===== src/rtl/lo_sle_serial_ctrl.sv =====
// rtl/lo_sle_serial_ctrl.sv - serial loader for the LO synthesizer: 32-bit word out on SCLK/SDATA, then an LE pulse
module lo_sle_serial_ctrl #(
    parameter int CLK_DIV   = 8,
    parameter int LE_CYCLES = 16
) (
    input  logic        user_clk,
    input  logic        rst_n,
    input  logic [31:0] cfg_word,
    input  logic        cfg_go,
    input  logic        err_clr,
    output logic        lo_sclk,
    output logic        lo_sdata,
    output logic        lo_le,
    output logic        busy,
    output logic [15:0] done_cnt,
    output logic        err_ovr
);

    typedef enum logic [2:0] {IDLE, SHIFT_LO, SHIFT_HI, LATCH, GAP} state_t;

    localparam logic [7:0] DIV_M1 = 8'(CLK_DIV - 1);
    localparam logic [7:0] LE_M1  = 8'(LE_CYCLES - 1);

    state_t      state, state_nx;
    logic        go_q;
    logic        go_edge;
    logic [7:0]  phase, phase_nx;
    logic [4:0]  bit_cnt, bit_cnt_nx;
    logic [31:0] sreg, sreg_nx;
    logic        le_fall;

    assign go_edge = cfg_go & ~go_q;
    assign le_fall = (state == LATCH) && (state_nx == GAP);

    // Outputs decode straight from the state register so reset clears them without waiting for a clock.
    assign lo_sclk  = (state == SHIFT_HI);
    assign lo_sdata = ((state == SHIFT_LO) || (state == SHIFT_HI)) && sreg[31];
    assign lo_le    = (state == LATCH);
    assign busy     = (state != IDLE);

    always_comb begin
        state_nx   = state;
        phase_nx   = phase;
        bit_cnt_nx = bit_cnt;
        sreg_nx    = sreg;
        case (state)
            IDLE: begin
                if (go_edge) begin
                    sreg_nx    = cfg_word;
                    bit_cnt_nx = 5'd31;
                    phase_nx   = DIV_M1;
                    state_nx   = SHIFT_LO;
                end
            end
            SHIFT_LO: begin
                if (phase == 8'd0) begin
                    phase_nx = DIV_M1;
                    state_nx = SHIFT_HI;
                end else begin
                    phase_nx = phase - 8'd1;
                end
            end
            SHIFT_HI: begin
                if (phase == 8'd0) begin
                    if (bit_cnt == 5'd0) begin
                        phase_nx = LE_M1;
                        state_nx = LATCH;
                    end else begin
                        // Next bit appears together with the falling SCLK edge.
                        sreg_nx    = {sreg[30:0], 1'b0};
                        bit_cnt_nx = bit_cnt - 5'd1;
                        phase_nx   = DIV_M1;
                        state_nx   = SHIFT_LO;
                    end
                end else begin
                    phase_nx = phase - 8'd1;
                end
            end
            LATCH: begin
                if (phase == 8'd0) begin
                    phase_nx = DIV_M1;
                    state_nx = GAP;
                end else begin
                    phase_nx = phase - 8'd1;
                end
            end
            GAP: begin
                if (phase == 8'd0) begin
                    state_nx = IDLE;
                end else begin
                    phase_nx = phase - 8'd1;
                end
            end
            default: state_nx = IDLE;
        endcase
    end

    always_ff @(posedge user_clk or negedge rst_n) begin
        if (!rst_n) begin
            state   <= IDLE;
            go_q    <= 1'b1;
            phase   <= 8'd0;
            bit_cnt <= 5'd0;
            sreg    <= 32'd0;
        end else begin
            state   <= state_nx;
            go_q    <= cfg_go;
            phase   <= phase_nx;
            bit_cnt <= bit_cnt_nx;
            sreg    <= sreg_nx;
        end
    end

    always_ff @(posedge user_clk or negedge rst_n) begin
        if (!rst_n) begin
            done_cnt <= 16'd0;
            err_ovr  <= 1'b0;
        end else begin
            if (le_fall) begin
                done_cnt <= done_cnt + 16'd1;
            end
            // A new overrun outranks a simultaneous clear.
            if (go_edge && busy) begin
                err_ovr <= 1'b1;
            end else if (err_clr) begin
                err_ovr <= 1'b0;
            end
        end
    end

endmodule


===== config.mk =====
export PLATFORM = sky130hd
export DESIGN_NAME = lo_sle_serial_ctrl
export DESIGN_NICKNAME = d
export VERILOG_FILES = /design/src/rtl/lo_sle_serial_ctrl.sv
export SDC_FILE = /design/constraint.sdc
export NUM_CORES = 1
export LEC_CHECK = 0
export ABC_AREA = 1
export BUFFER_PORTS_ARGS = -buffer_cell sky130_fd_sc_hd__buf_2
export CORE_MARGIN = 2
export CORE_UTILIZATION = 61
export DETAILED_ROUTE_END_ITERATION = 12
export PLACE_DENSITY = 0.85
export RECOVER_POWER = 25
export SETUP_SLACK_MARGIN = 0.02
export SLEW_MARGIN = 40
export SYNTH_ARGS = -nofsm -noshare
export SYNTH_HDL_FRONTEND = slang
export SYNTH_SLANG_ARGS = --single-unit

===== constraint.sdc =====
create_clock -name user_clk -period 3.7 [get_ports user_clk]
set_input_delay 1.11 -clock user_clk [delete_from_list [all_inputs] [get_ports user_clk]]
set_output_delay 1.11 -clock user_clk [all_outputs]
set_load 0.05 [all_outputs]

==> results.py, run 1 <==
metrics = {
    "status": {
        "status": "complete, but fails checks",
        "failed_checks": "capacitance limit, slew limit",
    },
    "clock_network": {
        "tritoncts": "yes",
        "clock_tree.root_cell": "clkbuf_8",
        "clkSinkCount": 66,
        "cts_made_buffers": 9,
        "clkSlewWorstSetupHoldPaths_ps": 70,
        "clock_latency_ps": 350,
        "postCtsResizedCells": 0,
        "clk_path_buf_depth": 2,
        "cts.htree.levels": 3,
        "cts_setup_buffers": 0,
        "hold_fix_buffers_at_cts": 0,
    },
    "sta": {
        "worst-slew-pin-transition_ps": 1574,
        "final_hold_viol_count": 0,
        "max_freq_mhz": 363.6,
        "setup-tns-final_ps": 0,
        "relSlewSlack": -0.04916,
        "timing.final.crit_period_ps": 2751,
        "drv_slew": 67,
        "timing.clock.skew_ps": 9.788,
        "timing.hold.ws_ps": 506.7,
        "unrepaired_setup_endpoints_after_global_routing": "no",
        "setup_viol_count_final": 0,
        "min_period_over_period": 0.7434,
    },
    "layout": {
        "final_layout_size_suffix_gt1_frac": 0.1653,
        "finalNetCount": 537,
        "antenna_cells": 0,
        "flow.area_growth_from_synthesis_pct": 14.97,
        "layout.cells.non_filler": 574,
    },
    "hold_path": {
        "holdCritPathClass": "flop to flop",
    },
    "setup_path": {
        "critPathCaptureType": "output port",
        "worst-endpoint-required_ps": 2590,
        "rrSetupSlack_ps": 1580,
        "crit_chain": "inv_1 > nand3_2 > a21oi_1 > buf_2",
        "timing.critical_path.fanout_max": 16,
        "worst_setup_path_start_kind": "flop",
        "crit_arrival_ps": 1640,
        "path_class": "flop to output port",
        "worst_path_max_delay_cell": "dfrtp_1",
        "slowest_delay_ps": 410,
    },
    "routing": {
        "detailedRoute.firstIterationViolations": 225,
        "wl_per_cell_um": 11.98,
        "routed-via-count": 2920,
        "average_vias_per_placed_instance": 5.087,
        "drt_pre_antenna_iters": 4,
        "routed_wl_um": 6875,
        "detail-route-antenna-nets": 0,
        "drt_drc_violations_left": 0,
    },
    "grt": {
        "grt_overflow_total": 0,
        "grt_antenna_before_repair": 0,
        "grt.total_usage": 0.2425,
        "grt_start_max_net_pins": 70,
        "number_of_global_route_vias_before_repair": 2722,
        "grt_first_pass_wirelength_um": 11850,
    },
    "synthesis": {
        "postSynthNetCount": 483,
        "post_synth_most_frequent_cells": "nand2_1, o21ai_0, dfrtp_1",
        "synth_top_area_frac": 0.4734,
        "async_set_or_reset_register_ratio_after_synthesis": 1.000,
        "yosysUniqueCellTypes": 28,
        "postSynthCellCount": 443,
        "syn_area_per_cell_um2": 7.756,
        "seq_area_frac_synth": 0.4811,
        "synth_top_area_cell": "dfrtp_1",
        "most_instantiated_library_cell_after_synthesis": "nand2_1",
        "syn-cell-area_mm2": 0.003436,
        "postSynthRegisterBits": 66,
        "number_of_enable_type_register_cells_in_the_synthesized_netlist": 0,
        "yosysWarnings": 0,
        "yosys_most_used_dff": "dfrtp_1",
        "synth.area.top_cells": "dfrtp_1, nand2_1, o21ai_0",
    },
    "floorplan": {
        "start_util": 0.6278,
        "die_outline_height_um": 79.05,
        "std_cell_rows": 27,
        "placeableCoreArea_mm2": 0.005473,
        "fp.dieArea_mm2": 0.006249,
        "num_io_pins": 57,
        "die_width_um": 79.05,
    },
    "placed_design": {
        "routabilityCongestion": 0.9174,
        "placed_cells": 558,
        "post-dp-hpwl_um": 4547,
        "placement.io_buffers": 56,
    },
    "power": {
        "leakage_uw": 0.002100,
        "maximum_vdd_drop_mv": 0.4174,
        "final_power_uw": 2675,
        "pwrdens_mw_per_mm2": 677.1,
    },
    "flow_run": {
        "drv_cap": 1,
    },
}
stage by stage:
step,instance area (um^2),utilization,worst slack [ps]
after floorplan,3436,-,1007
after global placement,3737,0.6829,1265
after detailed placement,3737,0.6829,1210
after CTS,3954,0.7225,933.6
after global routing,3950,0.7218,834.4
final,3950,0.7218,949.5
layout make-up:
class                   instances  area (um^2)
fillers                       439         1523
multi-input cells             298         1459
well taps                      72        90.09
inverters                      64        240.2
flip-flops and latches         66         1653
repair buffers                 58        291.5
clock inverters                 1        30.03
clock buffers                  15        186.4
cells by family after synthesis:
family,count (synthesis),synth area share
compound gates,87,0.1293
xor+xnor,16,0.04079
fa+ha+maj,4,0.01457
buf+inv,79,0.09432
flops,66,0.4811
simple gates,191,0.2400
metal layers:
metal | share of wire | global-route usage | wire length [um]
met3 | 0.050 | 0.05795 | 342
met1 | 0.47 | 0.3211 | 3206
met2 | 0.46 | 0.3814 | 3188
met5 | 0 | 0 | 0
met4 | 0.020 | 0.1086 | 137
critical path, delay by kind of cell, from the launching register on:
family	cells	cell delay (ps)
buffers and inverters	2	420
flip-flops	1	410
AND/OR/NAND/NOR	1	260
AO/OA/AOI/OAI	1	210
cell usage in the layout (no fill, tap or decap), types with 2 or more instances in the layout:
cell type,n
buf_2,55
xor2_1,14
a21oi_1,5
o21ai_0,74
nor3_1,4
clkbuf_1,3
nand4_1,3
o211ai_1,3
clkbuf_8,13
nand2_2,4
ha_1,4
dfrtp_1,65
inv_1,63
nand2_1,118
nor2_1,33
nand3_1,22
o21ai_1,4
xnor2_1,2
sequential cells by signal (all words and copies together), names as in the netlist:
register / flops
bit_cnt: 5
done_cnt: 16
err_ovr: 1
go_q: 1
phase: 8
sreg: 32
state: 3
report_power, final:
group / leakage [uW] / total (uW) / internal (uW) / switching (uW)
combinational: 0.00118 / 918 / 283 / 635
clock: 0.000110 / 648 / 386 / 262
sequential: 0.000813 / 1110 / 985 / 123
path summary, 6_finish.rpt:
check	start	endpoint	depth (start not counted)
max in group asynchronous	rst_n	phase[2]	2
hold / removal	bit_cnt[1]	bit_cnt[1]	2
min in group asynchronous	rst_n	sreg[1]	2
setup reg to reg	phase[0]	bit_cnt[4]	8
hold reg to reg	bit_cnt[1]	bit_cnt[1]	2
setup / recovery	state[2]	lo_sdata	4
(Power assumes the default switching activity.)
==> inputs of run 2 (changes only) <==
CORE_UTILIZATION = 56   (was 61)
PLACE_DENSITY = 0.79   (was 0.85)
clock period = 2.6 ns   (was 3.7 ns; I/O delays follow)
==> results.py, run 2 (synthesis results as in run 1) <==
metrics = {
    "floorplan": {
        "start_util": 0.5803,
        "fp.dieArea_mm2": 0.006778,
        "placeableCoreArea_mm2": 0.005921,
        "die_outline_height_um": 82.33,
        "std_cell_rows": 28,
        "die_width_um": 82.33,
        "num_io_pins": 57,
    },
    "clock_network": {
        "cts_setup_buffers": 0,
        "clkSinkCount": 66,
        "tritoncts": "yes",
        "clock_tree.root_cell": "clkbuf_8",
        "clock_latency_ps": 330,
        "cts_made_buffers": 9,
        "cts.htree.levels": 3,
        "clkSlewWorstSetupHoldPaths_ps": 70,
        "postCtsResizedCells": 0,
        "hold_fix_buffers_at_cts": 0,
        "clk_path_buf_depth": 2,
    },
    "setup_path": {
        "worst_setup_path_start_kind": "flop",
        "worst-endpoint-required_ps": 1820,
        "rrSetupSlack_ps": 570,
        "critPathCaptureType": "output port",
        "worst_path_max_delay_cell": "dfrtp_1",
        "path_class": "flop to output port",
        "crit_arrival_ps": 1520,
        "slowest_delay_ps": 400,
        "timing.critical_path.fanout_max": 5,
        "crit_chain": "inv_1 > nand2_1 > nor2_1 > buf_2",
    },
    "sta": {
        "unrepaired_setup_endpoints_after_global_routing": "no",
        "setup_viol_count_final": 0,
        "final_hold_viol_count": 0,
        "worst-slew-pin-transition_ps": 1583,
        "drv_slew": 67,
        "max_freq_mhz": 433.9,
        "timing.hold.ws_ps": 504.0,
        "relSlewSlack": -0.05551,
        "timing.final.ws_setup_ps": 295.6,
        "timing.final.crit_period_ps": 2304,
        "setup-tns-final_ps": 0,
        "timing.clock.skew_ps": 6.981,
        "min_period_over_period": 0.8863,
    },
    "layout": {
        "final_core_util": 0.6729,
        "layout_top_registers": "sreg x32, done_cnt x16, phase x8",
        "layout.cells.non_filler": 578,
        "antenna_cells": 0,
        "multi_input_area_mm2": 0.001459,
        "largest_register_ff_count": 32,
        "final_layout_size_suffix_gt1_frac": 0.1670,
        "finalNetCount": 539,
        "layout_common_cells": "nand2_1, o21ai_0, dfrtp_1",
        "sequential_cell_area_mm2": 0.001653,
        "flow.area_growth_from_synthesis_pct": 15.95,
        "largest-register": "sreg",
        "mostFrequentLayoutCell": "nand2_1",
        "nFillCells": 502,
    },
    "routing": {
        "drt_drc_violations_left": 0,
        "wl_per_cell_um": 11.58,
        "detailedRoute.firstIterationViolations": 191,
        "routed-via-count": 2970,
        "drt_pre_antenna_iters": 5,
        "detail-route-antenna-nets": 0,
        "routed_wl_um": 6693,
        "average_vias_per_placed_instance": 5.138,
    },
    "placed_design": {
        "routabilityCongestion": 0.8795,
        "placed_cells": 563,
        "placement.io_buffers": 56,
        "post-dp-hpwl_um": 4594,
        "pre_cts_slack_ps": 548.8,
    },
    "grt": {
        "grt_overflow_total": 0,
        "grt_first_pass_wirelength_um": 11040,
        "grt.total_usage": 0.2103,
        "grt_start_max_net_pins": 67,
        "number_of_global_route_vias_before_repair": 2589,
        "grt_antenna_before_repair": 0,
    },
    "power": {
        "pwrdens_mw_per_mm2": 964.3,
        "maximum_vdd_drop_mv": 0.6537,
        "leakage_uw": 0.002112,
    },
    "hold_path": {
        "holdCritPathClass": "flop to flop",
    },
    "status": {
        "status": "complete, but fails checks",
        "failed_checks": "capacitance limit, slew limit",
    },
    "flow_run": {
        "drv_cap": 1,
    },
}
==> run 2: cell types whose count changed in the layout (fill, tap and decap cells not counted), sizes merged <==
cell	previous run	this run
buf	56	58
clkbuf	17	15
bufinv	1	2
==> run 2: where the power goes <==
group | total [uW] | switching [uW] | internal [uW] | leakage [uW]
Sequential | 1570 | 172 | 1400 | 0.000813
Combinational | 1310 | 898 | 415 | 0.00119
Clock | 957 | 368 | 589 | 0.000110
Total | 3840 | 1440 | 2400 | 0.00211
==> run 2: layout make-up <==
class / instances / share of cell area
timing repair buffer: 60 / 0.08009
inverter: 64 / 0.06030
multi-input combinational: 298 / 0.3662
clock inverter: 2 / 0.01508
clock buffer: 13 / 0.03989
tap: 75 / 0.02356
sequential: 66 / 0.4149
==> run 2: path summary, 6_finish.rpt <==
| path | from | endpoint | cells after the start |
|---|---|---|---|
| worst max-delay path | state[2] | lo_le | 4 |
| worst min-delay path | phase[0] | phase[0] | 1 |
| worst max register to register | phase[0] | done_cnt[7] | 8 |
| worst min register to register | phase[0] | phase[0] | 1 |
| max in group asynchronous | rst_n | phase[1] | 2 |
| min in group asynchronous | rst_n | sreg[3] | 2 |
==> run 2: per-layer routing <==
metal | part of all wire | global-route usage | vias up
met1 | 0.48 | 0.2924 | 1377
met2 | 0.46 | 0.3331 | 82
met3 | 0.053 | 0.03370 | 10
li1 | - | - | 1501
met4 | 0.012 | 0.07833 | 0
met5 | 0 | 0 | -
==> run 2: critical path: cells and delay by family, from the launching register on <==
| kind | cells | cell delay (ps) |
|---|---|---|
| and+or+nand+nor | 2 | 320 |
| buffers and inverters | 2 | 480 |
| DFF | 1 | 400 |
==> run 2: stage by stage <==
| step | total power [uW] | cell area (um^2) |
|---|---|---|
| 2_1_floorplan | 2581 | 3436 |
| 3_3_place_gp | 2843 | 3781 |
| 3_5_place_dp | 2893 | 3781 |
| 4_1_cts | 3869 | 4000 |
| 5_1_grt | 4132 | 3984 |
| 6_report | 3841 | 3984 |
==> inputs of run 3 (changes only) <==
ABC_AREA = default   (was 1)
==> results.py, run 3 <==
metrics = {
    "status": {
        "status": "complete, but fails checks",
        "failed_checks": "capacitance limit, slew limit",
    },
    "synthesis": {
        "synth_top_area_cell": "dfrtp_1",
        "yosys_most_used_dff": "dfrtp_1",
        "syn_area_per_cell_um2": 10.29,
        "yosysUniqueCellTypes": 53,
        "postSynthNetCount": 374,
        "postSynthRegisterBits": 66,
        "most_instantiated_library_cell_after_synthesis": "dfrtp_1",
        "seq_area_frac_synth": 0.4811,
        "syn-cell-area_mm2": 0.003436,
        "synth.area.top_cells": "dfrtp_1, mux2i_1, nand3_1",
        "async_set_or_reset_register_ratio_after_synthesis": 1.000,
        "post_synth_most_frequent_cells": "dfrtp_1, nand3_1, o21ai_0",
        "yosysWarnings": 0,
        "number_of_enable_type_register_cells_in_the_synthesized_netlist": 0,
        "synth_top_area_frac": 0.4734,
        "postSynthCellCount": 334,
    },
    "layout": {
        "largest_register_ff_count": 32,
        "antenna_cells": 0,
        "mostFrequentLayoutCell": "dfrtp_1",
        "sequential_cell_area_mm2": 0.001654,
        "nFillCells": 486,
        "largest-register": "sreg",
        "final_cell_area_mm2": 0.003929,
        "layout_top_registers": "sreg x32, done_cnt x16, phase x8",
        "multi_input_area_mm2": 0.001610,
        "finalNetCount": 426,
        "layout_common_cells": "dfrtp_1, buf_2, nand3_1",
        "final_layout_size_suffix_gt1_frac": 0.2282,
        "flow.area_growth_from_synthesis_pct": 14.35,
    },
    "power": {
        "comb_power_share": 0.298,
        "cell_internal_pwr_uw": 2292,
        "power_switching_uw": 1304,
        "pwrdens_mw_per_mm2": 915.3,
        "switching_share": 0.3627,
        "seqPwrFrac": 0.468,
        "maximum_vdd_drop_mv": 0.6864,
        "leakage_uw": 0.001790,
        "pwr-share-clk": 0.234,
    },
    "routing": {
        "routed-via-count": 2751,
        "detail-route-antenna-nets": 0,
        "wl_per_cell_um": 15.57,
        "drt_pre_antenna_iters": 4,
        "detailedRoute.firstIterationViolations": 247,
        "average_vias_per_placed_instance": 5.916,
        "drt_drc_violations_left": 0,
        "routed_wl_um": 7240,
    },
    "floorplan": {
        "start_util": 0.5803,
        "num_io_pins": 57,
        "std_cell_rows": 28,
        "die_outline_height_um": 82.33,
        "placeableCoreArea_mm2": 0.005921,
        "fp.dieArea_mm2": 0.006778,
        "die_width_um": 82.33,
    },
    "sta": {
        "final_hold_viol_count": 0,
        "max_freq_mhz": 401.5,
        "drv_slew": 67,
        "setup-tns-final_ps": 0,
        "setup_viol_count_final": 0,
        "timing.clock.skew_ps": 4.471,
        "timing.final.crit_period_ps": 2491,
        "min_period_over_period": 0.9580,
        "relSlewSlack": -0.06466,
        "unrepaired_setup_endpoints_after_global_routing": "no",
        "worst-slew-pin-transition_ps": 1597,
        "timing.hold.ws_ps": 466.3,
    },
    "grt": {
        "grt_antenna_before_repair": 0,
        "grt_start_max_net_pins": 67,
        "grt.total_usage": 0.2369,
        "grt_first_pass_wirelength_um": 12340,
        "grt_overflow_total": 0,
        "number_of_global_route_vias_before_repair": 2673,
    },
    "placed_design": {
        "placement.io_buffers": 56,
        "post-dp-hpwl_um": 4823,
        "placedInstanceArea_mm2": 0.003754,
        "routabilityCongestion": 0.8445,
    },
    "setup_path": {
        "crit_chain": "nor3b_2 > buf_2",
        "worst-endpoint-required_ps": 1820,
        "rrSetupSlack_ps": 350,
        "path_class": "flop to output port",
        "critical_path.reg2reg.startpoint": "phase[0]",
        "worst_path_max_delay_cell": "dfrtp_1",
        "worst_setup_path_start_kind": "flop",
        "critPathCaptureType": "output port",
        "critical_path.startpoint": "state[1]",
        "worst-r2r-cell-count": 7,
        "timing.critical_path.fanout_max": 13,
        "r2r_end": "sreg[26]",
        "slowest_delay_ps": 640,
        "crit_arrival_ps": 1710,
    },
    "clock_network": {
        "clkSlewWorstSetupHoldPaths_ps": 70,
        "cts_setup_buffers": 0,
        "tritoncts": "yes",
        "clkSinkCount": 66,
        "clock_tree.root_cell": "clkbuf_8",
        "clk_path_buf_depth": 2,
        "cts.htree.levels": 3,
        "cts_made_buffers": 9,
        "postCtsResizedCells": 0,
        "clock_latency_ps": 340,
        "hold_fix_buffers_at_cts": 0,
    },
    "hold_path": {
        "worst_hold_path.num_cells": 1,
        "holdCritPathClass": "flop to flop",
        "timing.hold.worst.start": "done_cnt[15]",
        "min_to": "done_cnt[15]",
    },
    "flow_run": {
        "drv_cap": 1,
    },
}
run 3: cell types whose count changed in the layout (fill, tap and decap cells not counted), moves of 5 or more:
cell,before,now
mux2i_1,0,34
xor2_1,14,2
buf_4,2,8
xnor2_1,2,15
o21ai_0,74,40
nand3_1,22,42
nor2_1,33,10
inv_1,63,11
and3_1,0,5
nand2_1,118,15
run 3: cell families after synthesis:
family / Yosys count / synth area share
flip-flops: 66 / 0.4811
buffers and inverters: 35 / 0.05317
XOR/XNOR: 17 / 0.04334
AO/OA/AOI/OAI: 68 / 0.1194
multiplexers: 35 / 0.1023
AND/OR/NAND/NOR: 108 / 0.1832
adder cells (fa/ha/maj): 5 / 0.01748
run 3: layout make-up:
cell class              instances  share of cell area
clock buffers                  12             0.03694
clock inverters                 3             0.01019
inverters                      11             0.01051
multi-input cells             233              0.4099
flip-flops and latches         66              0.4210
well taps                      75             0.02389
repair buffers                 65             0.08758
run 3: worst max-delay path by stage:
stage               depth (start not counted)        to  slack [ps]
global placement                            4  phase[5]         430
finish                                      2   lo_sclk         110
global route                                2   lo_sclk          40
floorplan                                   4   lo_sclk         570
detailed placement                          4  phase[5]         310
CTS                                         3      busy          30
run 3: metal layers:
| layer | track usage | vias up | share of wire |
|---|---|---|---|
| li1 | - | 1321 | - |
| met1 | 0.3295 | 1326 | 0.45 |
| met2 | 0.3653 | 92 | 0.47 |
| met3 | 0.04457 | 12 | 0.064 |
| met4 | 0.09667 | 0 | 0.020 |
| met5 | 0 | - | 0 |
run 3: critical path: cells and delay by family (launching register included):
kind                   cells  cell delay [ps]
buffers and inverters      1              340
DFF                        1              640
and+or+nand+nor            1              390
run 3: power groups by stage:
stage          registers, uW  logic, uW  clock network (uW)
2_1_floorplan           1610        898                   0
3_3_place_gp            1670       1040                   0
3_5_place_dp            1690       1080                   0
4_1_cts                 1670       1090                 857
5_1_grt                 1730       1220                 905
6_report                1680       1070                 843
run 3: per-stage QoR:
stage	total power [uW]	setup WS [ps]	instances	utilization
6_report	3596	109.1	465	0.6636
5_1_grt	3854	36.50	465	0.6636
4_1_cts	3614	30.46	465	0.6653
3_5_place_dp	2771	314.5	450	0.6340
3_3_place_gp	2707	428.6	450	0.6340
2_1_floorplan	2510	570.3	334	-
